## config.mk

```make
export PLATFORM = sky130hd
export DESIGN_NAME = cpu_fetch_decode
export DESIGN_NICKNAME = d
export VERILOG_FILES = /design/src/rtl/cpu_pkg.sv /design/src/rtl/cpu_decoder.sv /design/src/rtl/cpu_fetch_decode.sv
export SDC_FILE = /design/constraint.sdc
export NUM_CORES = 1
export LEC_CHECK = 0
export ABC_AREA = 1
export BUFFER_PORTS_ARGS = -buffer_cell sky130_fd_sc_hd__buf_2
export CAP_MARGIN = 20
export CORE_MARGIN = 5
export CORE_UTILIZATION = 30
export DETAILED_ROUTE_END_ITERATION = 10
export GPL_ROUTABILITY_DRIVEN = 0
export PLACE_DENSITY = 0.57
export SLEW_MARGIN = 30
export SYNTH_ARGS = -nofsm -noshare
export SYNTH_HDL_FRONTEND = slang
export SYNTH_SLANG_ARGS = --single-unit
```

## constraint.sdc

```tcl
create_clock -name CLK -period 3.1 [get_ports CLK]
set_input_delay 0.31 -clock CLK [delete_from_list [all_inputs] [get_ports CLK]]
set_output_delay 0.31 -clock CLK [all_outputs]
set_load 0.05 [all_outputs]
```

## src/rtl/cpu_pkg.sv

```systemverilog
// cpu_pkg: opcodes, ALU encodings, FSM states and instruction field positions shared by the CPU blocks.
package cpu_pkg;
  localparam logic [7:0] OP_LOADI = 8'd0;
  localparam logic [7:0] OP_MOV   = 8'd1;
  localparam logic [7:0] OP_ADD   = 8'd2;
  localparam logic [7:0] OP_SUB   = 8'd3;
  localparam logic [7:0] OP_AND   = 8'd4;
  localparam logic [7:0] OP_OR    = 8'd5;
  localparam logic [7:0] OP_J     = 8'd6;
  localparam logic [7:0] OP_BEQ   = 8'd7;
  localparam logic [7:0] OP_BNE   = 8'd8;
  localparam logic [2:0] ALU_FWD = 3'd0;
  localparam logic [2:0] ALU_ADD = 3'd1;
  localparam logic [2:0] ALU_AND = 3'd2;
  localparam logic [2:0] ALU_OR  = 3'd3;
  localparam int OP_LSB   = 24;
  localparam int DST_LSB  = 16;
  localparam int SRC1_LSB = 8;
  localparam int SRC2_LSB = 0;
  typedef enum logic [1:0] {S_RST, S_FETCH, S_EXEC, S_HALT} state_e;
  typedef struct packed {
    logic       we;
    logic [2:0] aluop;
    logic       imm_sel;
    logic       neg_sel;
    logic       jump;
    logic       branch;
    logic       bne;
    logic       illegal;
  } dec_t;
endpackage

```

## src/rtl/cpu_decoder.sv

```systemverilog
// cpu_decoder: combinational opcode decode; opcode 8 is bne only when CPU_BNE_EN is defined.
module cpu_decoder
  import cpu_pkg::*;
(
  input  logic [7:0] op_i,
  output dec_t       dec_o
);
  always_comb begin
    dec_o = '0;
    case (op_i)
      OP_LOADI: begin dec_o.we = 1'b1; dec_o.imm_sel = 1'b1; end
      OP_MOV:   dec_o.we = 1'b1;
      OP_ADD:   begin dec_o.we = 1'b1; dec_o.aluop = ALU_ADD; end
      OP_SUB:   begin dec_o.we = 1'b1; dec_o.aluop = ALU_ADD; dec_o.neg_sel = 1'b1; end
      OP_AND:   begin dec_o.we = 1'b1; dec_o.aluop = ALU_AND; end
      OP_OR:    begin dec_o.we = 1'b1; dec_o.aluop = ALU_OR; end
      OP_J:     dec_o.jump = 1'b1;
      OP_BEQ:   begin dec_o.aluop = ALU_ADD; dec_o.neg_sel = 1'b1; dec_o.branch = 1'b1; end
`ifdef CPU_BNE_EN
      OP_BNE:   begin dec_o.aluop = ALU_ADD; dec_o.neg_sel = 1'b1; dec_o.branch = 1'b1; dec_o.bne = 1'b1; end
`endif
      default:  dec_o.illegal = 1'b1;
    endcase
  end
endmodule

```

## src/rtl/cpu_fetch_decode.sv

```systemverilog
// cpu_fetch_decode: multi-cycle fetch/decode stage with PC, IR and branch resolution.
// Optional bne support via CPU_BNE_EN (handled in cpu_decoder).
module cpu_fetch_decode
  import cpu_pkg::*;
#(
  parameter int              PC_W     = 32,
  parameter logic [PC_W-1:0] RESET_PC = '0
) (
  input  logic            CLK,
  input  logic            RESET,
  input  logic [31:0]     INSTRUCTION,
  input  logic            IMEM_BUSY,
  input  logic            ZERO,
  output logic [PC_W-1:0] PC,
  output logic            IMEM_REQ,
  output logic [2:0]      READREG1,
  output logic [2:0]      READREG2,
  output logic [2:0]      WRITEREG,
  output logic            WRITEENABLE,
  output logic [7:0]      IMMEDIATE,
  output logic [2:0]      ALUOP,
  output logic            IMM_SEL,
  output logic            NEG_SEL,
  output logic            HALTED
);
  state_e          state_q, state_d;
  logic [PC_W-1:0] pc_q, pc_d, pc_seq, pc_tgt;
  logic [31:0]     ir_q, ir_d;
  logic [7:0]      off;
  dec_t            dec;
  cpu_decoder u_dec (.op_i(ir_q[OP_LSB +: 8]), .dec_o(dec));
  assign off    = ir_q[DST_LSB +: 8];
  assign pc_seq = pc_q + PC_W'(4);
  assign pc_tgt = pc_seq + {{(PC_W-10){off[7]}}, off, 2'b00};
  assign PC     = pc_q;
  always_ff @(posedge CLK or negedge RESET) begin
    if (!RESET) begin
      state_q <= S_RST;
      pc_q    <= RESET_PC;
      ir_q    <= '0;
    end else begin
      state_q <= state_d;
      pc_q    <= pc_d;
      ir_q    <= ir_d;
    end
  end
  // Outputs decode from state so an async reset clears them without an edge.
  always_comb begin
    state_d     = state_q;
    pc_d        = pc_q;
    ir_d        = ir_q;
    IMEM_REQ    = 1'b0;
    READREG1    = '0;
    READREG2    = '0;
    WRITEREG    = '0;
    WRITEENABLE = 1'b0;
    IMMEDIATE   = '0;
    ALUOP       = ALU_FWD;
    IMM_SEL     = 1'b0;
    NEG_SEL     = 1'b0;
    HALTED      = 1'b0;
    case (state_q)
      S_RST: state_d = S_FETCH;
      S_FETCH: begin
        IMEM_REQ = 1'b1;
        if (!IMEM_BUSY) begin
          ir_d    = INSTRUCTION;
          state_d = S_EXEC;
        end
      end
      S_EXEC: begin
        READREG1    = ir_q[SRC1_LSB +: 3];
        READREG2    = ir_q[SRC2_LSB +: 3];
        WRITEREG    = ir_q[DST_LSB +: 3];
        IMMEDIATE   = ir_q[SRC2_LSB +: 8];
        WRITEENABLE = dec.we;
        ALUOP       = dec.aluop;
        IMM_SEL     = dec.imm_sel;
        NEG_SEL     = dec.neg_sel;
        state_d     = dec.illegal ? S_HALT : S_FETCH;
        pc_d        = dec.illegal ? pc_q :
                      (dec.jump | (dec.branch & (ZERO ^ dec.bne))) ? pc_tgt : pc_seq;
      end
      default: HALTED = 1'b1;
    endcase
  end
endmodule

```

## Yosys cells after proc, flatten, opt, wreduce, memory -nomap -nowiden

Cells that the tools add are included.

- Register bits: 66
- Latch bits: 0
- RAM bits: 0
- Bits in read-only memories: 0
- Bits of input ports: 36
- Output and inout bits: 57
- Memories kept: 0

- Add/subtract/negate cells: 2
- $mul: 0
- Divide/modulo/power cells: 0
- Order comparisons: 0
- Equal/unequal tests: 10
- Shift-type cells: 0
- Muxes and demuxes: 20
- Bitwise logic cells: 3
- Reduce and logical (&&, ||, !) cells: 11

Operators by type and width:

| operator | number |
|---|---|
| 32-bit by 3-bit adder with 32-bit output (second input constant) | 1 |
| 32-bit adder | 1 |
| 8-bit by 3-bit == test with 1-bit output (second input constant) | 4 |
| 32-bit two-way mux | 1 |
| 8-bit by 2-bit == test with 1-bit output (second input constant) | 2 |
| 3-bit two-way mux | 4 |
| 2-bit case mux with 3 select lines | 2 |
| 1-bit two-way mux | 10 |
| 8-bit by 1-bit == test with 1-bit output (second input constant) | 1 |
| 8-bit logical NOT | 1 |
| 8-bit two-way mux | 1 |
| 8-bit OR reduction | 1 |
| 2-bit AND reduction | 3 |
| 3-bit OR reduction | 2 |
| 6-bit OR reduction | 1 |
| 2-bit two-way mux | 2 |
| 3-bit nonzero test | 1 |
| 2-bit by 1-bit == test with 1-bit output (second input constant) | 1 |
| 2-bit == test (second input constant) | 1 |
| 2-bit logical NOT | 1 |
| 2-bit != test (second input constant) | 1 |
| 2-bit OR reduction | 1 |
| 1-bit AND | 1 |
| 1-bit inverter | 1 |
| 1-bit OR | 1 |

## Depth between registers and ports, before layout

Gate-level depths: netlist of the first run.

- Depth after elaboration: 5
- Gate-level depth with buffers: 23
- Mapped depth without buffers: 23

## Hierarchy

Synthesis of the first run repeated with hierarchy kept, for this count alone.

- Cells, all modules: 912
- Area, all modules: 5886.9 um^2

Modules (own cells, without submodules):

| module | instances | cells an instance | area an instance (um^2) |
|---|---|---|---|
| cpu_fetch_decode | 1 | 887 | 5765.5 |
| cpu_decoder | 1 | 25 | 121.4 |

## Worst setup path after synthesis of the first run

No wires, ideal clock.

- Kind: register -> output
- From: reg state_q[0]
- To: out IMM_SEL
- Arrival: 2720 ps
- Data required time: 2790 ps
- Setup slack: 70 ps
- Stages on the path, launching flop included: 8
- Cells stage by stage: dfrtp_1 -> inv_1 -> ha_1 -> clkbuf_1 -> nand2_1 -> buf_2 -> buf_1 -> nor4_1

- Word-level cells in the longest chain between the ends: 2

RTL lines:

| what | RTL line | RTL |
|---|---|---|
| start: declaration | cpu_fetch_decode.sv:26 | `state_e state_q, state_d;` |
| start signal: assignment | cpu_fetch_decode.sv:42 | `state_q <= state_d;` |
| 2-bit == test | cpu_fetch_decode.sv:62 | `case (state_q)` |
| 1-bit two-way mux | cpu_fetch_decode.sv:62 |  |
| end: declaration | cpu_fetch_decode.sv:22 | `output logic IMM_SEL,` |

No other way between the ends.

## Worst setup path after layout of the first run

- From: reg pc_q[7], in the netlist PC[7]
- To: reg pc_q[28], in the netlist PC[28]

- Word-level cells in the longest chain between the ends: 3

RTL lines:

| what | RTL line | RTL |
|---|---|---|
| start: declaration | cpu_fetch_decode.sv:27 | `logic [PC_W-1:0] pc_q, pc_d, pc_seq, pc_tgt;` |
| start signal: assignment | cpu_fetch_decode.sv:43 | `pc_q <= pc_d;` |
| 32-bit by 3-bit adder with 32-bit output * | cpu_fetch_decode.sv:33 | `assign pc_seq = pc_q + PC_W'(4);` |
| 32-bit adder | cpu_fetch_decode.sv:34 | `assign pc_tgt = pc_seq + {{(PC_W-10){off[7]}}, off, 2'b00};` |
| 32-bit two-way mux * | cpu_fetch_decode.sv:82 | `(dec.jump \| (dec.branch & (ZERO ^ dec.bne))) ? pc_tgt : pc_seq;` |

Every way passes the cells marked *; elsewhere a longest branch is shown, timed or not.
A chain may end at the register's enable or synchronous reset.

==> results.py, run 1 <==
metrics = {
    "logic_synthesis": {
        "synth-seq-area-share_pct": 24.80,
        "synth_top_area_share_pct": 24.80,
        "synth_area_per_cell_um2": 6.471,
        "ys_types": 48,
        "synth_largest_area_cell": "dfrtp_1",
        "yosysWarnings": 0,
        "synth_seq_cells": 59,
        "ys_async_sr_fraction_pct": 100.0,
        "synthTopCellsByArea": "dfrtp_1 25%, nand2_1 18%, ha_1 8.6%",
        "ys.flop_type": "dfrtp_1",
        "postSynthCellCount": 920,
        "syn_area_um2": 5953,
        "synth_edf_count": 0,
    },
    "clock_network": {
        "numClockSinks": 59,
        "htreeDepth": 3,
        "root_buffer": "clkbuf_16",
        "cts_buffers": 9,
        "insertion_delay_ns": 0.34,
        "clk_pin_slew_ns": 0.06,
        "cts_hold_buf": 0,
        "cts_tree": "built",
        "cts_buffer_depth": 2,
    },
    "layout": {
        "nets": 1095,
        "syn_to_final_growth_pct": 21.67,
        "drive_gt1_share_pct": 23.68,
        "utilization_pct": 37.09,
        "design_area_um2": 7243,
        "final_cell_mix": "277 x nand2_1, 127 x inv_1, 87 x nor2_1",
        "n_antenna_cell": 0,
        "fillers": 2112,
        "layout_commonest_cell": "nand2_1",
    },
    "worst_setup_path": {
        "critical_path_buf_inv_count": 1,
        "arrival_ns": 3.12,
        "cp-start-kind": "flip-flop",
        "critical_path_class": "reg2reg",
        "crit_family": "simple AND/OR/NAND/NOR gates",
        "cp_common_cell": "nand2_1",
        "crit_path_cell_trace": "nand2_1, nor2_1, nand3_4, nor2_4, buf_12, nand3_1, nand2_1, nand2_1, ha_4, nand2_1, nor2_1, nand2_1, nor2_1, nand2_1, nand3_1, nand2_1, nand3_1, a21oi_1",
        "end_kind": "flip-flop",
        "worstPathMaxFanout": 5,
        "cpPeakStageDelay_ns": 0.41,
        "critPathRequiredTime_ns": 3.32,
        "slowest_stage": "dfrtp_2",
    },
    "floorplanning": {
        "die_h_um": 150.9,
        "io_pins": 93,
        "die-area_um2": 22760,
        "start_util_pct": 30.49,
        "core_um2": 19530,
        "fp.dieW_um": 150.9,
        "rows": 51,
    },
    "global_route": {
        "antenna_found_initial": 0,
        "grt_use_total_pct": 16.11,
        "overflow": 0,
        "grt-busiest-layer": "met2",
        "met3_usage_pct": 3.920,
        "gr-usage-met2_pct": 25.65,
        "grt_pass1_vias": 5644,
        "grt_pass1_wl_um": 28990,
        "grt_max_degree": 45,
        "met1_usage_pct": 22.48,
    },
    "timing": {
        "fin_crit_sh_pct": 93.56,
        "slew-limit-headroom_pct": 46.89,
        "maxSlewViolCount": 0,
        "fmax_mhz": 344.8,
        "fin_tns_setup_ns": 0,
        "hold_viol": 0,
        "clock_skew_ns": 0.01206,
        "worst_pin_slew_ns": 0.7966,
        "finalSetupViolCount": 0,
        "min_period_ns": 2.900,
        "rsz0062_at_grt": "true",
    },
    "power_and_ir_drop": {
        "powerDensity_nw_per_um2": 886.0,
        "switchingPower_w": 0.003348,
        "seqPwrFrac_pct": 20.1,
        "p_clk_share_pct": 15.2,
        "ir_drop_mv": 0.4481,
        "p_comb_share_pct": 64.7,
        "p_leak_nw": 3.830,
        "swShare_pct": 52.17,
        "power.internal_w": 0.003069,
    },
    "placement": {
        "io_buffers": 84,
        "dp_hpwl_um": 14450,
        "placed_cell_area_um2": 6706,
    },
    "routing": {
        "finalWirelength_um": 18280,
        "drtIter0Drc": 377,
        "first_pass_iters": 6,
        "detail-route-antenna-nets": 0,
        "drc": 0,
        "routedWlPerCell_um": 14.21,
        "via_per_inst": 4.672,
        "vias": 6013,
    },
    "min_path": {
        "min-delay-path-class": "in2async",
    },
    "run_status": {
        "status": "completed",
    },
    "job": {
        "drv_cap": 0,
    },
}
-- layer usage --
layer	up-vias	share of wire, %
met5	-	0
met4	0	0.93
met3	14	7.5
met2	180	45
met1	2703	46
li1	3116	-
-- logic make-up after synthesis --
| family | synth area share (%) |
|---|---|
| mux | 4.351 |
| xor+xnor | 3.510 |
| flops | 24.80 |
| simple gates | 37.77 |
| buf+inv | 11.10 |
| compound gates | 9.458 |
| fa+ha+maj | 8.953 |
| other cells | 0.06299 |
-- Yosys cell counts, types with 5 or more instances --
| cell type | count |
|---|---|
| a21oi_1 | 57 |
| a31oi_1 | 5 |
| and2_1 | 6 |
| buf_4 | 6 |
| buf_6 | 5 |
| clkbuf_1 | 8 |
| dfrtp_1 | 59 |
| ha_1 | 41 |
| inv_1 | 129 |
| inv_2 | 5 |
| mux2_2 | 23 |
| nand2_1 | 283 |
| nand2_2 | 6 |
| nand3_1 | 67 |
| nand3b_1 | 6 |
| nand4_1 | 13 |
| nor2_1 | 99 |
| nor2_2 | 8 |
| o21ai_0 | 9 |
| o21ai_1 | 10 |
| o21bai_1 | 8 |
| or2_2 | 7 |
| xnor2_1 | 7 |
| xor2_1 | 15 |
-- power by group through the flow --
stage | registers (W) | clock network [W] | logic (W)
finish | 0.00129 | 0.000976 | 0.00415
global route | 0.00133 | 0.00103 | 0.00467
CTS | 0.00128 | 0.000995 | 0.00396
detailed placement | 0.00129 | 0 | 0.00393
global placement | 0.00128 | 0 | 0.00392
floorplan | 0.00145 | 0 | 0.00282
-- area by class of cell --
type / instances / area, µm² / share of cell area, %
clock buffer: 10 / 239.0 / 3.299
clock inverter: 6 / 47.55 / 0.6564
inverter: 135 / 511.7 / 7.065
sequential: 59 / 1493 / 20.61
multi-input combinational: 705 / 4003 / 55.26
tap: 265 / 331.6 / 4.578
timing repair buffer: 107 / 618.1 / 8.533
-- what timing repair did --
item / 4_1_cts / 5_1_grt
setup endpoints to repair: 0 / 19
resized for setup: 0 / 57
buffers inserted: 0 / 6
-- sequential cells by signal, indices dropped and copies added, names as in the netlist --
register / flops
state_q: 2
ir_q: 27
PC: 30
-- final timing paths --
check,start,end,slack (ns),depth (start not counted)
setup / recovery,PC[7],PC[28],0.20,18
setup reg to reg,PC[7],PC[28],0.20,18
hold / removal,RESET,PC[30],0.05,1
min in group CLK,INSTRUCTION[0],ir_q[0],0.20,2
max in group asynchronous,RESET,ir_q[22],2.27,2
hold reg to reg,ir_q[30],ir_q[30],0.50,1
-- stage by stage --
step / setup WS, ns / std cells / hold WS [ns] / total power, W
after floorplan: 0.06999 / 922 / 0.01441 / 0.004268
after global placement: 0.1292 / 1265 / 0.4284 / 0.005200
after detailed placement: 0.1199 / 1265 / 0.4296 / 0.005224
after CTS: 0.04971 / 1281 / 0.06917 / 0.006235
after global routing: -0.03598 / 1287 / 0.1293 / 0.007032
final: 0.1998 / 1287 / 0.04702 / 0.006417
No activity file was read; power rests on OpenSTA's default activity.
==> run 2, diff against run 1 <==
Settings changed: CAP_MARGIN 20 to 5, CTS_BUF_LIST set to sky130_fd_sc_hd__clkbuf_4.
==> run 2 against run 1 <==
Clock skew up 0.010 ns. Sequential share of layout area up 0.32 points. Final area down 1.5%. Combinational power up 1%. Largest power group unchanged.
==> results.py, run 2 (synthesis gave the netlist of run 1 again) <==
metrics = {
    "run_status": {
        "status": "completed",
    },
    "worst_setup_path": {
        "worstPathMaxFanout": 5,
        "cp_common_cell": "nand2_1",
        "crit_path_cell_trace": "ha_2, nand2_2, nor4_4, xor2_1, ha_1, buf_4, nand2_1, o21bai_1, nand3b_1, nand2_1, nand2_1, nand2_1, nand3_1, a21oi_1",
        "slowest_stage": "dfrtp_1",
        "cp-start-kind": "flip-flop",
        "arrival_ns": 3.26,
        "reg2reg_slack_ns": 0.21,
        "cpPeakStageDelay_ns": 0.43,
        "end_kind": "flip-flop",
        "worstReg2RegEnd": "PC[22]",
        "ff2ff_path_depth": 14,
        "critical_path_buf_inv_count": 1,
        "timing.rr.start": "PC[3]",
        "critical_path_class": "reg2reg",
        "crit_family": "simple AND/OR/NAND/NOR gates",
        "critPathRequiredTime_ns": 3.47,
    },
    "floorplanning": {
        "core_um2": 19530,
        "die_h_um": 150.9,
        "fp.dieW_um": 150.9,
        "die-area_um2": 22760,
        "io_pins": 93,
        "rows": 51,
        "start_util_pct": 30.49,
    },
    "routing": {
        "via_per_inst": 4.660,
        "drc": 0,
        "routedWlPerCell_um": 14.10,
        "vias": 6016,
        "finalWirelength_um": 18200,
        "first_pass_iters": 5,
        "drtIter0Drc": 376,
        "detail-route-antenna-nets": 0,
    },
    "placement": {
        "dp.cells": 1265,
        "post-place-ws_ns": 0.1199,
        "dp_hpwl_um": 14450,
        "io_buffers": 84,
    },
    "timing": {
        "fmax_mhz": 346.1,
        "fin_crit_sh_pct": 93.20,
        "rsz0062_at_grt": "true",
        "slew-limit-headroom_pct": 47.02,
        "clock_skew_ns": 0.02222,
        "timing.hold.ws_ns": 0.08993,
        "setup_slack_ns": 0.2108,
        "finalSetupViolCount": 0,
        "worst_pin_slew_ns": 0.7936,
        "min_period_ns": 2.889,
        "hold_viol": 0,
        "maxSlewViolCount": 0,
    },
    "layout": {
        "final_cell_mix": "276 x nand2_1, 127 x inv_1, 85 x nor2_1",
        "syn_to_final_growth_pct": 19.82,
        "drive_gt1_share_pct": 24.37,
        "fin_cells": 1291,
        "n_antenna_cell": 0,
        "utilization_pct": 36.53,
        "nets": 1099,
        "layout_commonest_cell": "nand2_1",
        "largest_reg_flops": 30,
    },
    "clock_network": {
        "root_buffer": "clkbuf_4",
        "insertion_delay_ns": 0.44,
        "clk_pin_slew_ns": 0.13,
        "numClockSinks": 59,
        "cts_tree": "built",
        "htreeDepth": 3,
        "cts_buffers": 9,
        "cts_buffer_depth": 2,
    },
    "global_route": {
        "antenna_found_initial": 0,
        "grt_pass1_wl_um": 28900,
        "grt_max_degree": 45,
        "grt_use_total_pct": 16.04,
        "overflow": 0,
        "grt_pass1_vias": 5653,
    },
    "power_and_ir_drop": {
        "ir_drop_mv": 0.4458,
        "powerDensity_nw_per_um2": 840.6,
        "p_leak_nw": 3.776,
        "total_power_w": 0.005996,
    },
    "min_path": {
        "hold_path.startpoint": "INSTRUCTION[10]",
        "whs_path_depth": 2,
        "min-delay-path-class": "in2reg",
        "min_to": "ir_q[10]",
    },
    "job": {
        "drv_cap": 0,
    },
}
[run 2: worst register-to-register path, delay by kind of cell, from the launching register on]
family | cells | cell delay [ns]
AOI/OAI and AO/OA | 2 | 0.25
xor gates and xnor gates | 1 | 0.26
adders and majority gates | 2 | 0.51
buffers and inverters | 1 | 0.15
DFF | 1 | 0.43
and+or+nand+nor | 8 | 1.22
[run 2: layout make-up]
cell class	count	area [µm²]
clock inverter	7	51.30
multi-input combinational	705	4028
tap	265	331.6
inverter	135	511.7
timing repair buffer	111	650.6
sequential	59	1493
fill	2124	12390
clock buffer	9	67.56
[run 2: stage by stage]
stage	cell area (µm²)	setup TNS, ns
finish	7133	0
global route	7133	-0.08768
CTS	6835	0
detailed placement	6706	0
global placement	6704	0
floorplan	5961	0
[run 2: what timing repair did]
| action | CTS | global route |
|---|---|---|
| resized for setup | 0 | 65 |
| buffers inserted | 0 | 9 |
| hold buffers | 1 | 0 |
| setup endpoints to repair | 0 | 20 |
| hold endpoints to repair | 29 | 0 |
[run 2: metal layers]
metal  part of all wire [%]  wire, µm  GRT usage [%]  vias up
li1                       -         -              -     3121
met1                     47      8551          22.32     2713
met2                     45      8200          25.76      167
met3                    6.9      1259          3.740       15
met4                    1.1       192          2.675        0
met5                      0         0              0        -
[run 2: worst max-delay path by stage]
stage,startpoint,end,slack (ns),cells after the start
CTS,PC[3],PC[29],0.05,18
global placement,PC[3],PC[29],0.13,18
finish,PC[3],PC[22],0.21,14
floorplan,state_q[0],IMM_SEL,0.07,7
detailed placement,PC[3],PC[29],0.12,18
global route,PC[5],PC[22],-0.03,16
[run 2: where the power goes]
part	switching, W	leakage (nW)	internal [W]
registers	0.000260	0.629	0.00102
clock network	0.000353	0.0526	0.000166
logic	0.00271	3.09	0.00148
total	0.00332	3.78	0.00268
==> run 3, diff against run 2 <==
Settings changed: ABC_AREA 1 to unset, CORE_UTILIZATION 30 to 38, PLACE_DENSITY 0.57 to 0.67.
Clock period 3.1 ns to 3.3 ns, I/O delays scaled along.
==> run 3 against run 2 <==
The run now ends with setup timing left. Cell count decreased by 27%. Area after synthesis down 16%. Sequential power shrank 8%. Flip-flop and latch count did not move. Clock power decreased by 4.4%. Critical path type unchanged.
==> results.py, run 3 <==
metrics = {
    "logic_synthesis": {
        "synth_largest_area_cell": "dfrtp_1",
        "synth_adder_area_share_pct": 10.60,
        "synth_seq_cells": 59,
        "syn_area_um2": 5027,
        "ys_top_cells_by_count": "59 x dfrtp_1, 53 x nor2_1, 51 x nand2_1",
        "synth_top_area_share_pct": 29.37,
        "synth_edf_count": 0,
        "synth_compound_area_share_pct": 19.56,
        "ys.flop_type": "dfrtp_1",
        "synthSimpleGateAreaFrac_pct": 20.36,
        "synth-seq-area-share_pct": 29.37,
        "ys_types": 59,
        "synth_area_per_cell_um2": 8.464,
        "ys_async_sr_fraction_pct": 100.0,
        "synthTopCellsByArea": "dfrtp_1 29%, ha_1 10%, mux2_2 5.8%",
        "synth.area.mux_share_pct": 7.218,
        "yosysMostFrequentCell": "dfrtp_1",
        "synthXorXnorAreaFrac_pct": 8.711,
        "yosysWarnings": 0,
        "synth_top_family_by_area": "simple AND/OR/NAND/NOR gates",
        "postSynthCellCount": 594,
    },
    "clock_network": {
        "root_buffer": "clkbuf_4",
        "insertion_delay_ns": 0.45,
        "numClockSinks": 59,
        "htreeDepth": 3,
        "clk_pin_slew_ns": 0.13,
        "cts_tree": "built",
        "cts_buffer_depth": 2,
        "cts_buffers": 9,
    },
    "layout": {
        "syn_to_final_growth_pct": 35.24,
        "utilization_pct": 51.96,
        "final_cell_mix": "95 x buf_4, 84 x buf_2, 49 x nand2_1",
        "largest_reg_flops": 30,
        "n_antenna_cell": 0,
        "layout_commonest_cell": "buf_4",
        "fillers": 1204,
        "drive_gt1_share_pct": 40.76,
        "nets": 836,
    },
    "floorplanning": {
        "die-area_um2": 15630,
        "die_h_um": 125.0,
        "start_util_pct": 38.42,
        "io_pins": 93,
        "fp.dieW_um": 125.0,
        "core_um2": 13090,
        "rows": 42,
    },
    "routing": {
        "via_per_inst": 5.378,
        "finalWirelength_um": 15390,
        "drtIter0Drc": 222,
        "first_pass_iters": 5,
        "detail-route-antenna-nets": 0,
        "drc": 0,
        "routedWlPerCell_um": 16.39,
        "vias": 5050,
    },
    "placement": {
        "io_buffers": 84,
        "post-place-ws_ns": -0.1139,
        "dp_hpwl_um": 11100,
    },
    "timing": {
        "setup_slack_ns": -0.06490,
        "hold_viol": 0,
        "fmax_mhz": 297.2,
        "min_period_ns": 3.365,
        "maxSlewViolCount": 0,
        "fin_crit_sh_pct": 102.0,
        "clock_skew_ns": 0.01886,
        "rsz0062_at_grt": "true",
        "fin_tns_setup_ns": -0.07580,
        "worst_pin_slew_ns": 0.8297,
        "timing.hold.ws_ns": 0.09990,
        "finalSetupViolCount": 2,
        "slew-limit-headroom_pct": 44.69,
    },
    "job": {
        "drv_cap": 0,
    },
    "power_and_ir_drop": {
        "p_clk_share_pct": 7.6,
        "p_comb_share_pct": 74.2,
        "seqPwrFrac_pct": 18.2,
        "switchingPower_w": 0.003239,
        "swShare_pct": 49.67,
        "power.internal_w": 0.003282,
        "p_leak_nw": 3.237,
        "ir_drop_mv": 0.5162,
        "total_power_w": 0.006521,
        "powerDensity_nw_per_um2": 959.1,
    },
    "min_path": {
        "min-delay-path-class": "in2reg",
    },
    "worst_setup_path": {
        "critPathRequiredTime_ns": 3.64,
        "end_kind": "flip-flop",
        "arrival_ns": 3.71,
        "critical_path_class": "reg2reg",
        "worstPathMaxFanout": 5,
        "cp-start-kind": "flip-flop",
    },
    "run_status": {
        "failed_checks": "setup timing",
        "status": "finished with violations",
    },
    "global_route": {
        "overflow": 0,
        "grt_pass1_vias": 5126,
        "antenna_found_initial": 0,
        "grt_pass1_wl_um": 24870,
        "grt_use_total_pct": 19.09,
        "grt_max_degree": 39,
    },
}
## run 3: path summary, 6_finish.rpt
path	slack [ns]	end	start	cells after the start
worst min register to register	0.47	PC[31]	PC[31]	1
worst min-delay path	0.1	ir_q[24]	INSTRUCTION[24]	3
worst max-delay path	-0.06	PC[31]	PC[2]	15
min in group asynchronous	0.52	PC[22]	RESET	2
worst max register to register	-0.06	PC[31]	PC[2]	15
max in group asynchronous	1.92	state_q[0]	RESET	3
## run 3: metal layers
metal / vias to the layer above / global-route usage [%] / share of wire, %
met5: - / 0 / 0
met4: 0 / 8.355 / 2.7
met3: 32 / 4.691 / 7.6
met2: 182 / 32.05 / 48
met1: 2386 / 23.29 / 42
li1: 2450 / - / -
## run 3: logic make-up (layout without fill, tap and decap cells)
group | count (synthesis) | after routing
flops | 59 | 59
fa+ha+maj | 42 | 42
xor+xnor | 50 | 50
compound gates | 157 | 157
other cells | 1 | 3
mux | 33 | 33
buf+inv | 47 | 214
simple gates | 205 | 205
## run 3: critical path, stage by stage, from the launching register on
cell     delay [ns]
dfrtp_2        0.44
and4_4         0.24
and3_4         0.19
and3_4         0.21
nand3_4        0.09
xnor2_2        0.15
ha_1           0.31
nand4_2        0.10
or3_1          0.31
or3_4          0.36
nand4_4        0.12
a21oi_2        0.07
o31ai_4        0.26
xnor2_1        0.15
nor2_1         0.07
xor2_1         0.17
## run 3: area by class of cell
cell class                      count  area (µm²)  area share [%]
Tap cell                          176       220.2           3.239
Clock buffer                        9       67.56          0.9937
Clock inverter                      7       52.55          0.7729
Sequential cell                    59        1495           21.99
Timing Repair Buffer              183        1177           17.32
Inverter                           15       56.30          0.8281
Multi-Input combinational cell    490        3730           54.86
## run 3: power groups by stage
stage | clock (W) | combinational [W] | sequential (W)
floorplan | 0 | 0.00274 | 0.00140
global placement | 0 | 0.00421 | 0.00117
detailed placement | 0 | 0.00430 | 0.00119
CTS | 0.000510 | 0.00445 | 0.00118
global route | 0.000539 | 0.00525 | 0.00122
finish | 0.000496 | 0.00484 | 0.00119
## run 3: stage by stage
stage	area, µm²	std cells
after floorplan	5186	596
after global placement	6297	907
after detailed placement	6297	907
after CTS	6529	928
after global routing	6799	939
final	6799	939
## run 3: repair_timing
item                                   4_1_cts  5_1_grt
setup buffers                                4       11
endpoints found under the hold margin       24        0
pin swaps                                    7       39
gates resized for setup                     16       42
setup endpoints to repair                    8       16
hold buffers                                 1        0
